[src/rtl/reset_seq_gen.sv]
// rtl/reset_seq_gen.sv - sequenced, stretched multi-channel reset generator with soft resets
module reset_seq_gen #(
    parameter int NCHAN       = 4,
    parameter int HOLD_CYCLES = 16,
    parameter int STAGGER     = 4,
    parameter int CNT_W       = 8
) (
    input  logic             CLK,
    input  logic             RST_N,
    input  logic [NCHAN-1:0] soft_req,
    output logic [NCHAN-1:0] rst_out_n,
    output logic             busy,
    output logic             all_released
);

    localparam int IDX_W   = (NCHAN > 1) ? $clog2(NCHAN) : 1;
    localparam int MAX_CNT = (HOLD_CYCLES > STAGGER) ? HOLD_CYCLES : STAGGER;

    // Counters hold "cycles already elapsed", so the terminal value is N-1.
    localparam logic [CNT_W-1:0] HOLD_LAST = CNT_W'(HOLD_CYCLES - 1);
    localparam logic [CNT_W-1:0] STAG_LAST = CNT_W'(STAGGER - 1);
    localparam logic [CNT_W-1:0] CNT_ONE   = CNT_W'(1);
    localparam logic [IDX_W-1:0] LAST_IDX  = IDX_W'(NCHAN - 1);
    localparam logic [IDX_W-1:0] IDX_ONE   = IDX_W'(1);

    // Parameter sanity: counters must never wrap.
    if (NCHAN < 1) begin : g_bad_nchan
        $error("reset_seq_gen: NCHAN must be >= 1");
    end
    if (HOLD_CYCLES < 1) begin : g_bad_hold
        $error("reset_seq_gen: HOLD_CYCLES must be >= 1");
    end
    if (STAGGER < 1) begin : g_bad_stagger
        $error("reset_seq_gen: STAGGER must be >= 1");
    end
    if ((64'd1 << CNT_W) <= 64'(MAX_CNT)) begin : g_bad_cnt_w
        $error("reset_seq_gen: CNT_W too small for HOLD_CYCLES/STAGGER");
    end

    typedef enum logic [1:0] {
        S_HOLD         = 2'd0,
        S_STAGGER_WAIT = 2'd1,
        S_DONE         = 2'd2
    } state_t;

    state_t           state_q;
    logic [CNT_W-1:0] gcnt_q;
    logic [IDX_W-1:0] idx_q;
    logic [NCHAN-1:0] rst_q;
    logic             busy_q;
    logic             all_rel_q;

    // Soft-reset bookkeeping per channel. Requests are first captured in
    // req_q, which is why the channel drops one edge after the request edge.
    logic [NCHAN-1:0] req_q;
    logic [NCHAN-1:0] soft_q;
    logic [NCHAN-1:0] soft_d;
    logic [CNT_W-1:0] ch_cnt_q [NCHAN];
    logic [CNT_W-1:0] ch_cnt_d [NCHAN];

    // Next-state of each channel's soft-reset window; a fresh request restarts the count.
    always_comb begin
        soft_d = soft_q;
        for (int i = 0; i < NCHAN; i++) begin
            ch_cnt_d[i] = ch_cnt_q[i];
            if (req_q[i]) begin
                soft_d[i]   = 1'b1;
                ch_cnt_d[i] = '0;
            end else if (soft_q[i]) begin
                if (ch_cnt_q[i] == HOLD_LAST) begin
                    soft_d[i]   = 1'b0;
                    ch_cnt_d[i] = '0;
                end else begin
                    ch_cnt_d[i] = ch_cnt_q[i] + CNT_ONE;
                end
            end
        end
    end

    // Channel soft-reset registers; requests are only accepted once the global sequence is done.
    always_ff @(posedge CLK) begin
        if (!RST_N) begin
            req_q  <= '0;
            soft_q <= '0;
            for (int i = 0; i < NCHAN; i++) begin
                ch_cnt_q[i] <= '0;
            end
        end else begin
            req_q  <= (state_q == S_DONE) ? soft_req : '0;
            soft_q <= soft_d;
            for (int i = 0; i < NCHAN; i++) begin
                ch_cnt_q[i] <= ch_cnt_d[i];
            end
        end
    end

    // Global release sequencer with registered outputs: hold, staggered release, then steady state.
    always_ff @(posedge CLK) begin
        if (!RST_N) begin
            state_q   <= S_HOLD;
            gcnt_q    <= '0;
            idx_q     <= '0;
            rst_q     <= '0;
            busy_q    <= 1'b1;
            all_rel_q <= 1'b0;
        end else begin
            case (state_q)
                S_HOLD: begin
                    if (gcnt_q == HOLD_LAST) begin
                        rst_q[0] <= 1'b1;
                        gcnt_q   <= '0;
                        if (NCHAN == 1) begin
                            state_q   <= S_DONE;
                            busy_q    <= 1'b0;
                            all_rel_q <= 1'b1;
                        end else begin
                            state_q <= S_STAGGER_WAIT;
                            idx_q   <= IDX_ONE;
                        end
                    end else begin
                        gcnt_q <= gcnt_q + CNT_ONE;
                    end
                end

                S_STAGGER_WAIT: begin
                    if (gcnt_q == STAG_LAST) begin
                        for (int i = 0; i < NCHAN; i++) begin
                            if (idx_q == IDX_W'(i)) begin
                                rst_q[i] <= 1'b1;
                            end
                        end
                        gcnt_q <= '0;
                        if (idx_q == LAST_IDX) begin
                            state_q   <= S_DONE;
                            busy_q    <= 1'b0;
                            all_rel_q <= 1'b1;
                        end else begin
                            idx_q <= idx_q + IDX_ONE;
                        end
                    end else begin
                        gcnt_q <= gcnt_q + CNT_ONE;
                    end
                end

                S_DONE: begin
                    busy_q    <= 1'b0;
                    rst_q     <= ~soft_d;
                    all_rel_q <= ~(|soft_d);
                end

                default: begin
                    state_q <= S_HOLD;
                    gcnt_q  <= '0;
                    idx_q   <= '0;
                    rst_q   <= '0;
                    busy_q  <= 1'b1;
                    all_rel_q <= 1'b0;
                end
            endcase
        end
    end

    assign rst_out_n    = rst_q;
    assign busy         = busy_q;
    assign all_released = all_rel_q;

endmodule

[config.mk]
export PLATFORM = sky130hd
export DESIGN_NAME = reset_seq_gen
export DESIGN_NICKNAME = d
export VERILOG_FILES = /design/src/rtl/reset_seq_gen.sv
export SDC_FILE = /design/constraint.sdc
export NUM_CORES = 1
export LEC_CHECK = 0
export BUFFER_PORTS_ARGS = -buffer_cell sky130_fd_sc_hd__buf_2
export CAP_MARGIN = 30
export CORE_UTILIZATION = 55
export DETAILED_ROUTE_END_ITERATION = 10
export HOLD_SLACK_MARGIN = 0.03
export PLACE_DENSITY = 0.72
export SLEW_MARGIN = 30
export SYNTH_ARGS = -nofsm -noshare
export SYNTH_HDL_FRONTEND = slang
export SYNTH_SLANG_ARGS = --single-unit
[constraint.sdc]
create_clock -name CLK -period 2 [get_ports CLK]
set_input_delay 0.2 -clock CLK [delete_from_list [all_inputs] [get_ports CLK]]
set_output_delay 0.2 -clock CLK [all_outputs]
set_load 0.01 [all_outputs]
; Yosys cells after proc, flatten, opt, wreduce, memory -nomap -nowiden
; Memory sizes are Yosys's and may differ from the RTL's.
; Index checks and enable logic that the tools add are counted.
[totals]
ff_bits = 26
ramBits = 32
input_bits = 6
out_inout_bits = 6
wordCells = 107
memories = 1
[classes]
addsub = 6
n_eq_ne = 18
muxes = 53
n_bitwise = 8
reduce_logical = 10
[mem_list]
columns = memory, words, width, rd, rd_ports_with_merged_regs, write_ports, line
row1 = ch_cnt_q, 4, 8, 4, 0, 4, 58  ; logic [CNT_W-1:0] ch_cnt_q [NCHAN];
[op_table]
columns = operator, n
row1 = 2-to-1 mux 8 bit, 18
row2 = "adder 8 x 1 -> 8 bit, second input constant", 5
row3 = "equality test 8 x 4 -> 1 bit, second input constant", 5
row4 = case mux 8 bit (3 select lines), 1
row5 = 2-to-1 mux 1 bit, 22
row6 = "inequality test 2 bit, second input constant", 7
row7 = case mux 2 bit (3 select lines), 2
row8 = AND reduction 3 bit, 4
row9 = 2-to-1 mux 2 bit, 5
row10 = case mux 1 bit (3 select lines), 3
row11 = case mux 3 bit (3 select lines), 1
row12 = "equality test 8 x 2 -> 1 bit, second input constant", 1
row13 = AND reduction 4 bit, 2
row14 = "equality test 2 bit, second input constant", 3
row15 = "equality test 2 x 1 -> 1 bit, second input constant", 2
row16 = logical NOT 2 bit, 2
row17 = 2-to-1 mux 4 bit, 1
row18 = inverter 4 bit, 1
row19 = OR 1 bit, 4
row20 = OR reduction 4 bit, 1
row21 = inverter 1 bit, 3
row22 = "adder 2 x 1 -> 2 bit, second input constant", 1
row23 = AND reduction 2 bit, 1

; Longest topological paths before layout
; Gate-level depths: netlist of run 1.
[depth]
ltp_word = 7
mapped_depth = 7
ltp_nobuf = 7

; Worst setup path after synthesis of run 1
; OpenSTA, ideal clock, no wires.
[synth_timing]
path_kind = reg-to-reg
from = reg state_q[1]
to = reg gcnt_q[0]
setup_ns = 0.072
t_arrival_ns = 1.700
t_required_ns = 1.928
setup_slack_ns = 0.228
stages_incl_launch_ff = 8
path_buffers = 0
period_less_slack_ns = 1.772
path_cell_list = dfxtp_1 > inv_1 > ha_1 > and3b_1 > o211a_1 > or2_2 > or3_1 > a21oi_1
[synth_between]
elab_chain_cells = 2
elab_cells_between_ends = 4
classes_between = eq/ne (2) / mux (1) / reduce/logical (1)
[synth_rtl]
columns = item, line
row1 = start: declaration, 46  ; state_t state_q;
row2 = start signal: assignment, 100  ; state_q <= S_HOLD;
row3 = start signal: assignment, 113  ; state_q <= S_DONE;
row4 = start signal: assignment, 117  ; state_q <= S_STAGGER_WAIT;
row5 = "equality test 2 bit, or another cell as far along", 107  ; case (state_q)
row6 = case mux 8 bit (3 select lines), 107
row7 = end signal: assignment, 121  ; gcnt_q <= gcnt_q + CNT_ONE;
row8 = end signal: assignment, 141  ; gcnt_q <= gcnt_q + CNT_ONE;
row9 = end: declaration, 47  ; logic [CNT_W-1:0] gcnt_q;
; Several ways; a longest one is shown, not always the timed one.
; A chain may end at the register's enable or synchronous reset.

; Worst setup path after layout of run 1
; Ends and elaborated chain as after synthesis.

==> flow_metrics.tcl, run 1 <==
set metrics [dict create \
    status "completed" \
    fill_cells 410 \
    clock_tree.root_cell "clkbuf_8" \
    route.detailed.drc 0 \
    syn_avg_cell_area_um2 8.36 \
    grt_pass1_wl_mm 8.89 \
    syn2layout_area_growth_pct 13.6 \
    yosysWarnings 0 \
    final_cell_mix "dfxtp_1, nor2_1, a21oi_1, nand2_1, o21ai_0" \
    synth_edf_count 0 \
    netlist_area_mm2 0.00271 \
    die_w_um 72.2 \
    drive_gt1_share_pct 12.0 \
    crit_path_start "state_q[1]" \
    numCtsBuffers 9 \
    path_clk_slew_ps 60 \
    end_kind "flip-flop" \
    drtIter0Drc 109 \
    total_power_w 0.00255 \
    io_pins 12 \
    cts_resized 0 \
    arrival_ps 2100 \
    wl_per_cell_um 12.5 \
    nets 364 \
    synth_compound_area_share_pct 17.3 \
    cts_tree "done" \
    hp-start "soft_req[0]" \
    setup_violations 0 \
    core_area_mm2 0.00472 \
    post_cts_buffers 0 \
    detailed_place_hpwl_mm 3.68 \
    gp_congestion 0.904 \
    synth_top_family_by_area "simple AND/OR/NAND/NOR gates" \
    yosys.area_share.simple_pct 25.0 \
    min_period_ps 1850 \
    globalRouteTotalUtil_pct 21.9 \
    rows 25 \
    ant_nets 0 \
    path_class "reg2reg" \
    h-tree-depth 3 \
    power.density_mw_per_mm2 830 \
    via_count 2305 \
    grt_pass1_vias 2015 \
    portBuffers 11 \
    numClockSinks 58 \
    worst-path-max-fanout 4 \
    synth-seq-cells 58 \
    final_max_slew_viol_count 0 \
    synth.net_count 343 \
    finClkSkew_ps 10.4 \
    dr.pass1.iters 5 \
    final.period_utilization_pct 92.3 \
    final-instance-count-excl-fill 417 \
    clockBufferDepth 2 \
    grt_overflow 0 \
    rsz0062_at_grt "no" \
    ff2ff_setup_slack_ps 150 \
    fmax_mhz 542 \
    setup_tns_ps 0 \
    cp.required_ps 2260 \
    synth_cell_types 46 \
    synth-async-reset-ratio_pct 0 \
    dp.cells 401 \
    grt_max_degree 14 \
    start_util_pct 57.4 \
    synthAdderAreaFrac_pct 6.00 \
    holdCritPathClass "in2reg" \
    netlist_instances 324 \
    final_common_cell "dfxtp_1" \
    fp.dieH_um 72.2 \
    antenna_found_initial 0 \
    viasPerCell 5.53 \
    synth_seq_area_share_pct 42.9 \
    drt_wl_total_mm 5.23 \
    clkLatencyLatePin_ps 340 \
    fp.dieArea_mm2 0.00521 \
    synth_xor_area_share_pct 2.91 \
    ys.flop_type "dfxtp_1" \
    synthMuxAreaShare_pct 1.89 \
    p_leak_nw 1.21 \
    cap_violations 0 \
    r2r_start "state_q[1]" \
    n_antenna_cell 0 \
    critPathLaunchType "flip-flop" \
    irDropWorstVdd_mv 0.713 \
    cts_hold_buf 0 \
    hold_violations 0 \
    tightestPinTransition_ps 584 \
    slew_headroom_pct 60.9 \
]
## cells in the mapped netlist (all sizes together) (3+ instances only)
master,count,area [um^2]
clkbuf,7,26.3
xor2,8,70.1
dfxtp,58,1160
nand3,17,85.1
ha,13,163
a21oi,31,155
mux2i,4,40.0
o21ai,24,139
nand4,4,25.0
nor2,44,165
o41ai,3,26.3
or4,3,26.3
and3,9,56.3
nand2,21,78.8
or3,10,62.6
nor3b,4,30.0
o22ai,3,18.8
a31oi,6,37.5
inv,16,60.1
nor3,7,35.0
nand2b,3,18.8
## cell type report
cell class / instances / area [um^2] / area share [%]
Clock buffer: 12 / 165 / 5.37
Clock inverter: 4 / 48.8 / 1.59
Inverter: 17 / 63.8 / 2.07
Multi-Input combinational cell: 240 / 1440 / 46.8
Sequential cell: 58 / 1160 / 37.7
Tap cell: 67 / 83.8 / 2.72
Timing Repair Buffer: 19 / 115 / 3.74
## per-stage QoR
stage	setup slack, ps	area (um^2)	hold slack [ps]	utilization, %
floorplan	228	2710	359	-
global placement	239	2860	439	60.6
CTS	161	3080	99.8	65.1
finish	155	3080	108	65.1
detailed placement	182	2860	452	60.6
global route	46.8	3080	116	65.1
## flip-flops by register name, indices dropped and copies added, names as in the netlist
register	flops
ch_cnt_q	32
gcnt_q	8
req_q	4
rst_out_n	4
soft_q	4
idx_q	2
state_q	2
all_released	1
busy	1
## critical path, cell delays in order, from the launching register on
cell	delay, ps
dfxtp_1	330
inv_1	80
ha_1	160
and3b_1	180
o211a_1	250
or2_2	340
or3_1	320
a21oi_1	120
## cells by family after synthesis
logic type,after synthesis
buf+inv,26
compound gates,78
mux,5
simple gates,135
fa+ha+maj,13
xor+xnor,9
flops,58
## layer usage
layer,track usage (%),part of all wire (%),up-vias
met2,34.1,45,36
li1,-,-,1199
met5,0,0,-
met3,6.67,3.6,8
met4,7.84,1.0,0
met1,28.8,50,1062
## power breakdown
part | total (W) | switching (W) | leakage [nW] | internal, W
Sequential | 0.00124 | 0.0000408 | 0.468 | 0.00120
Clock | 0.00113 | 0.000452 | 0.112 | 0.000674
Combinational | 0.000186 | 0.000108 | 0.628 | 0.0000785
Total | 0.00255 | 0.000600 | 1.21 | 0.00195
## path summary, 6_finish.rpt
kind                       end  depth (start not counted)
hold / removal        req_q[0]                          2
hold reg to reg   rst_out_n[2]                          2
setup / recovery     gcnt_q[0]                          7
setup reg to reg     gcnt_q[0]                          7
Note: power is estimated with default switching activity, not from simulation.
==> run 2, diff against run 1 <==
CTS_BUF_LIST = sky130_fd_sc_hd__clkbuf_16   (was not set)
==> flow_metrics.tcl, run 2 (synthesis gave the netlist of run 1 again) <==
set metrics [dict create \
    status "completed" \
    ff2ff_setup_slack_ps 160 \
    min_period_ps 1840 \
    grt_pass1_wl_mm 9.03 \
    path_buf_inv 1 \
    slowest_stage "or2_2" \
    start_util_pct 57.4 \
    nets 364 \
    crit_family "simple AND/OR/NAND/NOR gates" \
    via_count 2284 \
    rows 25 \
    cp.required_ps 2240 \
    numCtsBuffers 9 \
    clkLatencyLatePin_ps 320 \
    reg_top3 "ch_cnt_q x32, gcnt_q x8" \
    grt_max_degree 14 \
    final_common_cell "dfxtp_1" \
    final_max_slew_viol_count 0 \
    grt_util_met2_pct 34.4 \
    gp_congestion 0.904 \
    clockBufferDepth 2 \
    h-tree-depth 3 \
    syn2layout_area_growth_pct 16.2 \
    min_path_cells 2 \
    globalRouteTotalUtil_pct 22.5 \
    busiest_layer "met2" \
    portBuffers 11 \
    setup_tns_ps 0 \
    rsz0062_at_grt "no" \
    end_kind "flip-flop" \
    drtIter0Drc 126 \
    worstHoldEndpoint "req_q[0]" \
    n_antenna_cell 0 \
    r2r_start "state_q[1]" \
    cap_violations 0 \
    tightestPinTransition_ps 595 \
    slowest_delay_ps 340 \
    path_class "reg2reg" \
    detailed_place_hpwl_mm 3.68 \
    cts_resized 0 \
    ant_nets 0 \
    path_clk_slew_ps 50 \
    cts_tree "done" \
    path_cells "inv_1, ha_1, and3b_1, o211a_1, or2_2, or3_1, a21oi_1" \
    arrival_ps 2090 \
    grt_overflow 0 \
    core_area_mm2 0.00472 \
    reg2reg_depth 7 \
    use_met1_pct 29.7 \
    fp.dieH_um 72.2 \
    wl_per_cell_um 12.8 \
    antenna_found_initial 0 \
    setup_violations 0 \
    die_w_um 72.2 \
    final_cell_mix "dfxtp_1, nor2_1, a21oi_1, nand2_1, o21ai_0" \
    cts_hold_buf 0 \
    dr.pass1.iters 4 \
    largest_register_ffs 32 \
    fmax_mhz 543 \
    finClkSkew_ps 6.23 \
    gr-usage-met3_pct 7.92 \
    drive_gt1_share_pct 11.1 \
    irDropWorstVdd_mv 0.825 \
    post_cts_buffers 0 \
    fp.dieArea_mm2 0.00521 \
    final_area_mm2 0.00315 \
    hold_violations 0 \
    holdCritPathClass "in2reg" \
    route.detailed.drc 0 \
    p_leak_nw 1.24 \
    clock_tree.root_cell "clkbuf_16" \
    numClockSinks 58 \
    grt_pass1_vias 2005 \
    hp-start "soft_req[0]" \
    critPathLaunchType "flip-flop" \
    r2r_end "gcnt_q[0]" \
    worst-path-max-fanout 4 \
    slew_headroom_pct 60.2 \
    viasPerCell 5.48 \
    io_pins 12 \
    drt_wl_total_mm 5.34 \
    power.density_mw_per_mm2 915 \
    dpl-instance-area_mm2 0.00286 \
    regMostFlops "ch_cnt_q" \
    final.period_utilization_pct 92.1 \
]
run 2: changes by cell type in the layout (fill, tap and decap cells not counted):
cell	before	now
clkbuf_16	0	9
clkinv_1	1	4
clkbuf_8	12	0
run 2: report_power, final:
group | leakage [nW] | switching (W) | internal, W
Sequential | 0.468 | 0.0000408 | 0.00120
Combinational | 0.628 | 0.000109 | 0.0000792
Clock | 0.142 | 0.000502 | 0.000945
Total | 1.24 | 0.000652 | 0.00223
run 2: stage by stage:
step	hold slack, ps	power [W]	util (%)	instances	worst slack, ps
6_report	124	0.00288	66.6	417	157
2_1_floorplan	359	0.00140	-	324	228
3_3_place_gp	439	0.00145	60.6	401	239
3_5_place_dp	452	0.00145	60.6	401	182
5_1_grt	133	0.00301	66.6	417	50.3
4_1_cts	118	0.00291	66.6	417	164
run 2: worst max-delay path by stage:
stage                               from      endpoint  slack [ps]  cells after the start
after global placement    ch_cnt_q[0][6]  rst_out_n[0]         240                      5
after floorplan               state_q[1]     gcnt_q[0]         230                      7
after detailed placement      state_q[1]     gcnt_q[0]         180                      7
final                         state_q[1]     gcnt_q[0]         160                      7
after global routing          state_q[1]     gcnt_q[0]          50                      7
after CTS                     state_q[1]     gcnt_q[0]         160                      7
run 2: layer usage:
layer	routed length [um]	part of all wire, %
met1	2690	50
met2	2430	45
met3	195	3.7
met4	29	0.54
met5	0	0
run 2: area by class of cell:
class	count	area [um^2]
clock buffer	9	225
clock inverter	7	60.1
fill	404	1580
inverter	17	63.8
multi-input combinational	240	1440
sequential	58	1160
tap	67	83.8
timing repair buffer	19	115
